### src/rtl/mulacc_if.sv
// Operand/result bundle for the shift-add multiply-accumulate unit (mulacc).
interface mulacc_if #(parameter int WIDTH = 16);
  logic             go;
  logic [WIDTH-1:0] a;
  logic [WIDTH-1:0] b;
  logic [WIDTH-1:0] c;
  logic             ready;
  logic             error;
  logic [WIDTH-1:0] result;

  modport master (output go, a, b, c, input ready, error, result);
  modport slave  (input go, a, b, c, output ready, error, result);
endinterface

### src/rtl/mulacc.sv
// Sequential shift-add multiply-accumulate: result = a*b + c, one multiplier bit per cycle.
// Optional macro MULACC_EARLY_EXIT_EN ends the run once the remaining multiplier bits are all zero.
module mulacc #(
  parameter int WIDTH = 16
) (
  input  logic     clk,
  input  logic     rst,
  mulacc_if.slave  bus
);
  localparam int AW = 2*WIDTH + 1;
  localparam int CW = $clog2(WIDTH + 1);

  typedef enum logic {IDLE, BUSY} state_t;

  state_t           state_q, state_d;
  logic [AW-1:0]    a_q, a_d;       // multiplicand pre-shifted to the current step index
  logic [WIDTH-1:0] b_q, b_d;
  logic [AW-1:0]    acc_q, acc_d;
  logic [CW-1:0]    cnt_q, cnt_d;
  logic [WIDTH-1:0] result_q, result_d;
  logic             error_q, error_d;

  logic [AW-1:0]    sum;
  logic             last;

  assign sum = acc_q + (b_q[0] ? a_q : '0);

  always_comb begin
    state_d  = state_q;
    a_d      = a_q;
    b_d      = b_q;
    acc_d    = acc_q;
    cnt_d    = cnt_q;
    result_d = result_q;
    error_d  = error_q;
    last     = 1'b0;
    case (state_q)
      IDLE: begin
        if (bus.go) begin
          a_d     = AW'(bus.a);
          b_d     = bus.b;
          acc_d   = AW'(bus.c);
          cnt_d   = CW'(WIDTH);
          state_d = BUSY;
        end
      end
      BUSY: begin
        acc_d = sum;
        a_d   = a_q << 1;
        b_d   = b_q >> 1;
        cnt_d = cnt_q - CW'(1);
`ifdef MULACC_EARLY_EXIT_EN
        last  = (cnt_q == CW'(1)) || (b_d == '0);
`else
        last  = (cnt_q == CW'(1));
`endif
        if (last) begin
          state_d  = IDLE;
          result_d = sum[WIDTH-1:0];
          error_d  = |sum[AW-1:WIDTH];
        end
      end
      default: state_d = IDLE;
    endcase
  end

  always_ff @(posedge clk or negedge rst) begin
    if (!rst) begin
      state_q  <= IDLE;
      a_q      <= '0;
      b_q      <= '0;
      acc_q    <= '0;
      cnt_q    <= '0;
      result_q <= '0;
      error_q  <= 1'b0;
    end else begin
      state_q  <= state_d;
      a_q      <= a_d;
      b_q      <= b_d;
      acc_q    <= acc_d;
      cnt_q    <= cnt_d;
      result_q <= result_d;
      error_q  <= error_d;
    end
  end

  assign bus.ready  = (state_q == IDLE);
  assign bus.error  = error_q;
  assign bus.result = result_q;
endmodule

### src/flat_wrapper.sv
// flat-port wrapper written by rule: the top's interface ports become plain ports
module mulacc_flat 
#(
  parameter int WIDTH = 16
)
  (clk, rst, bus_go, bus_a, bus_b, bus_c, bus_ready, bus_error, bus_result);
  mulacc_if #(.WIDTH(WIDTH)) bus_i ();
  input  logic clk;
  input  logic rst;
  input wire logic [$bits(bus_i.go)-1:0] bus_go;
  input wire logic [$bits(bus_i.a)-1:0] bus_a;
  input wire logic [$bits(bus_i.b)-1:0] bus_b;
  input wire logic [$bits(bus_i.c)-1:0] bus_c;
  output wire logic [$bits(bus_i.ready)-1:0] bus_ready;
  output wire logic [$bits(bus_i.error)-1:0] bus_error;
  output wire logic [$bits(bus_i.result)-1:0] bus_result;
  assign bus_i.go = bus_go;
  assign bus_i.a = bus_a;
  assign bus_i.b = bus_b;
  assign bus_i.c = bus_c;
  assign bus_ready = bus_i.ready;
  assign bus_error = bus_i.error;
  assign bus_result = bus_i.result;
  mulacc #(.WIDTH(WIDTH)) u_core (.clk(clk), .rst(rst), .bus(bus_i));
endmodule
### config.mk
export PLATFORM = sky130hd
export DESIGN_NAME = mulacc_flat
export DESIGN_NICKNAME = d
export VERILOG_FILES = /design/src/rtl/mulacc_if.sv /design/src/rtl/mulacc.sv /design/src/flat_wrapper.sv
export SDC_FILE = /design/constraint.sdc
export NUM_CORES = 1
export LEC_CHECK = 0
export CORE_MARGIN = 4
export CORE_UTILIZATION = 58
export DETAILED_ROUTE_END_ITERATION = 10
export GPL_TIMING_DRIVEN = 0
export PLACE_DENSITY = 0.9
export SLEW_MARGIN = 10
export SYNTH_ARGS = -nofsm -noshare
export SYNTH_HDL_FRONTEND = slang
export SYNTH_SLANG_ARGS = --single-unit
### constraint.sdc
create_clock -name clk -period 4.1 [get_ports clk]
set_clock_uncertainty 0.15 [all_clocks]
set_input_delay 0.82 -clock clk [delete_from_list [all_inputs] [get_ports clk]]
set_output_delay 0.82 -clock clk [all_outputs]
set_load 0.01 [all_outputs]
## Word level (Yosys, flattened, before mapping)

Cells that the tools add are included.

| cells by class | value |
|---|---|
| add/sub/neg operators | 2 |
| bitwise operators | 1 |
| order comparisons | 0 |
| div/mod/pow operators | 0 |
| multipliers | 0 |
| muxes and demuxes | 12 |
| shift-type cells | 0 |
| equal/unequal tests | 2 |
| reductions and logical operators | 2 |

Operators by type and width:

| cell | number |
|---|---|
| case mux 33 bit (2 select lines) | 2 |
| 2-to-1 mux 33 bit | 3 |
| adder 33 bit | 1 |
| case mux 16 bit (2 select lines) | 1 |
| OR reduction 17 bit | 1 |
| 2-to-1 mux 16 bit | 1 |
| case mux 5 bit (2 select lines) | 1 |
| equality test 5 x 1 -> 1 bit, second input constant | 1 |
| 2-to-1 mux 5 bit | 1 |
| subtractor 5 x 1 -> 5 bit, second input constant | 1 |
| 2-to-1 mux 1 bit | 2 |
| inequality test 2 bit, second input constant | 1 |
| case mux 1 bit (2 select lines) | 1 |
| AND reduction 2 bit | 1 |
| inverter 1 bit | 1 |

| storage, ports and cells | value |
|---|---|
| register bits after elaboration | 105 |
| input port bits | 51 |
| latch bits | 0 |
| memory bits (writable) | 0 |
| memories kept | 0 |
| ROM bits | 0 |

## Logic depth before layout (Yosys ltp)

| logic depth | value |
|---|---|
| depth after elaboration | 3 |
| mapped depth | 13 |
| depth with buffers taken out | 12 |

## Least setup slack after synthesis

OpenSTA, ideal clock, no wires.

| timing path | value |
|---|---|
| kind | register -> register |
| start point | reg u_core.b_q[0] |
| end point | reg u_core.error_q, in the netlist u_core.bus.error |
| setup time | 123 ps |
| path buffers | 1 |
| stages on the path, launching flop included | 14 |
| slack | 581 ps |
| required time | 3,827 ps |
| arrival time | 3,246 ps |
| path through | dfrtp_1 -> clkbuf_1 -> and2_1 -> ha_1 -> fa_1 -> a21oi_4 -> o221ai_2 -> a2111oi_2 -> a21o_2 -> o21ai_1 -> xor2_1 -> or4_1 -> nor4_2 -> nor2_1 |

| on the way | value |
|---|---|
| cells in the longest elaborated chain, start to end | 3 |

RTL lines:

| what | line | RTL |
|---|---|---|
| start, declared | mulacc.sv:17 | `logic [WIDTH-1:0] b_q, b_d;` |
| start signal, assigned | mulacc.sv:71 | `b_q <= '0;` |
| start signal, assigned | mulacc.sv:79 | `b_q <= b_d;` |
| 2-to-1 mux 33 bit | mulacc.sv:26 | `assign sum = acc_q + (b_q[0] ? a_q : '0);` |
| adder 33 bit | mulacc.sv:26 |  |
| OR reduction 17 bit | mulacc.sv:60 | `error_d = \|sum[AW-1:WIDTH];` |
| end signal, assigned | mulacc.sv:83 | `error_q <= error_d;` |
| end, declared | mulacc.sv:21 | `logic error_q, error_d;` |

Every way passes these cells.
A chain may end at the register's enable or synchronous reset.

## Final worst setup path

Ends and elaborated chain as after synthesis.

==> run_results.csv <==
group,metric,value,unit
global_route,track_usage,28.7,%
clock_tree,clk_path_buf_depth,2,
place,numPortBuffers,67,
floorplan,die_area,13400,um2
detailed_routing,drt_iter0_drc,626,
sta,hold_viol_final,0,
clock_tree,holdBufCountCts,0,
global_route,grt_max_degree,77,
global_route,grt_pass1_wl,29900,um
final_layout,nets,933,
global_route,grt_pass1_vias,5947,
final_layout,final_area,7920,um2
sta,finalCriticalPeriod,3.94,ns
logic_synthesis,yosysSeqAreaShare,39.1,%
power_and_ir_drop,power_density,641,nW/um2
place,place_area,7590,um2
floorplan,die_h,116,um
final_layout,fillers,854,
logic_synthesis,yosys.area.top_type,"dfrtp_1",
clock_tree,cts_sinks,105,
critical_path,arrival,4.04,ns
detailed_routing,wl,18400,um
sta,drv_slew,0,
detailed_routing,first_pass_iters,5,
sta,tightestPinTransition,0.937,ns
critical_path,r2r-start,"u_core.b_q[0]$_DFFE_PN0P_",
logic_synthesis,synth_cell_type_count,71,
power_and_ir_drop,total_power,5.08,mW
final_layout,drive_above_1_share,5.87,%
final_layout,area_growth,18.0,%
clock_tree,cts_max_level,3,
critical_path,reg2reg_slack,0.16,ns
detailed_routing,drtAntennaViolNets,0,
hold_path,min_path_type,"primary input to async pin",
clock_tree,clk_pin_slew_worst_paths,0.08,ns
logic_synthesis,syn_area,6720,um2
logic_synthesis,dominantRegCellSynth,"dfrtp_1",
critical_path,worstSetupEndpointType,"register",
detailed_routing,via_per_inst,6.26,
sta,fin_hold_ws,0.167,ns
logic_synthesis,ys_top_cells_by_area,"dfrtp_1 39%, nand2_1 8.6%, mux2i_1 7.2%",
floorplan,initial_core_util,59.1,%
sta,rsz0062_at_grt,"false",
place,dp_hpwl,13900,um
power_and_ir_drop,vdd_ir_drop_max,0.387,mV
logic_synthesis,yosysTopAreaCellShare,39.1,%
logic_synthesis,yosysWarningCount,0,
clock_tree,cts_tree,"built",
critical_path,cp.required,4.20,ns
floorplan,pin_count,69,
run,cap_violations,0,
clock_tree,clock_latency,0.37,ns
logic_synthesis,avgSynthCellArea,8.75,um2
global_route,antenna_found_initial,0,
logic_synthesis,synth_edf_count,0,
clock_tree,clk_root_buffer_cell,"clkbuf_16",
place,gp_congestion,0.936,
status,outcome,"complete, no violations",
sta,finalSetupViolCount,0,
floorplan,rows,39,
sta,period_share,96.1,%
logic_synthesis,async_reset_ff_share,100,%
sta,slew_headroom,37.3,%
floorplan,fp.dieW,116,um
critical_path,startpoint,"u_core.b_q[0]$_DFFE_PN0P_",
detailed_routing,wl_per_cell,18.5,um
power_and_ir_drop,leakagePower,3.62,nW
detailed_routing,routed-via-count,6231,
final_layout,num_antenna_cells,0,
detailed_routing,drc,0,
global_route,gr-total-overflow,0,
critical_path,path_class,"register to register",
sta,fmax,254,MHz
floorplan,core_area,11400,um2
logic_synthesis,synth_nets,854,
critical_path,path_max_fanout,16,
logic_synthesis,ys_ff_latch,105,
logic_synthesis,syn_inst,768,
clock_tree,cts_inserted_buffers,9,
critical_path,cp-start-kind,"register",
## final timing paths
path | end | cells after the start
min in group clk | u_core.bus.result[10]$_DFFE_PN0P_ | 2
max reg2reg | u_core.bus.error$_DFFE_PN0P_ | 12
min | u_core.bus.result[15]$_DFFE_PN0P_ | 1
max | u_core.bus.error$_DFFE_PN0P_ | 12
max in group asynchronous | u_core.b_q[0]$_DFFE_PN0P_ | 2
min reg2reg | u_core.bus.result[10]$_DFFE_PN0P_ | 2
## cells by family after synthesis
group                      Yosys count  share of synthesized area (%)
AOI/OAI and AO/OA                  209                           20.0
xor gates and xnor gates            26                           3.39
DFF                                105                           39.1
muxes                               51                           7.66
buffers and inverters               53                           3.13
and+or+nand+nor                    289                           20.1
adders and majority gates           35                           6.63
## repair_timing
item | 4_1_cts | 5_1_grt
buffers inserted | 0 | 1
pin swaps | 0 | 1
resized for setup | 0 | 8
endpoints found under the setup margin | 1 | 1
## report_power, final
part	internal, mW	leakage (nW)	switching [mW]
sequential	1.47	1.34	0.306
clock	0.434	0.148	0.445
combinational	0.978	2.14	1.45
## metal layers
layer | vias to the layer above | track usage (%) | wire (um) | part of all wire, %
met3 | 41 | 4.13 | 1430 | 7.8
li1 | 2906 | - | - | -
met1 | 2956 | 40.9 | 7910 | 43
met2 | 328 | 45.2 | 8580 | 47
met5 | - | 0 | 0 | 0
met4 | 0 | 9.90 | 477 | 2.6
## state kept, by name, summed over array words and instances (netlist names)
signal	flops
u_core.a_q	33
u_core.bus.error	1
u_core.b_q	16
u_core.cnt_q	5
u_core.acc_q	33
u_core.state_q	1
u_core.bus.result	16
## cell type report
cell class                 count  area [um2]  area share [%]
timing repair buffer          69         707            8.92
clock buffer                   9         225            2.84
multi-input combinational    610        3900            49.3
buffer                        41         168            2.12
clock inverter                 7        71.3           0.900
inverter                      11        41.3           0.521
sequential                   105        2630            33.2
tap                          143         179            2.26
## synth_stat cells, types with 8 or more instances
master	count
nor2_1	33
clkbuf_1	30
a21oi_1	38
inv_1	11
nand4_1	10
mux2i_1	48
a22o_1	8
xnor2_1	15
nor3_1	10
nand3_1	12
o21ai_0	85
and2_1	34
xor2_1	11
dfrtp_1	105
nand2_1	154
ha_1	34
## placed cells by master, fill, tap and decap left out, types with 4 or more instances in the layout
cell and n:
and2_1 34, xnor2_1 15, nand3_1 12, nor2b_1 6
o211ai_1 4, nor3_1 10, clkbuf_16 9, ha_1 34
inv_1 11, dfrtp_1 104, inv_8 4, o31ai_1 5
buf_2 6, nand2_1 154, o21ai_0 85, nand4_1 10
or3_1 4, clkdlybuf4s50_1 66, a21oi_1 38, o21a_1 6
and3_1 6, nor2_1 33, a22o_1 8, a211oi_1 5
xor2_1 11, mux2i_1 48, o21ai_1 4, buf_1 5
o22ai_1 4, clkbuf_1 27, a21o_1 6
## metrics by stage
stage          cells  setup slack, ns  setup TNS [ns]  utilization (%)
6_report         995            0.160               0             69.7
3_5_place_dp     979          -0.0397         -0.0397             66.8
2_1_floorplan    768            0.581               0                -
4_1_cts          994           0.0136               0             69.4
5_1_grt          995          0.00933               0             69.7
3_3_place_gp     978            -1.94         -202.14             66.5
## worst max-delay path, stage by stage, from the launching register on
cell and delay [ns]:
dfrtp_2 0.52, and2_1 0.19, ha_1 0.21, fa_1 0.46
a21oi_4 0.24, o221ai_2 0.26, a2111oi_4 0.37, a21o_2 0.25
o21ai_1 0.13, xor2_1 0.20, or4_1 0.56, nor4_2 0.23
nor2_1 0.06
(Power assumes the default switching activity.)
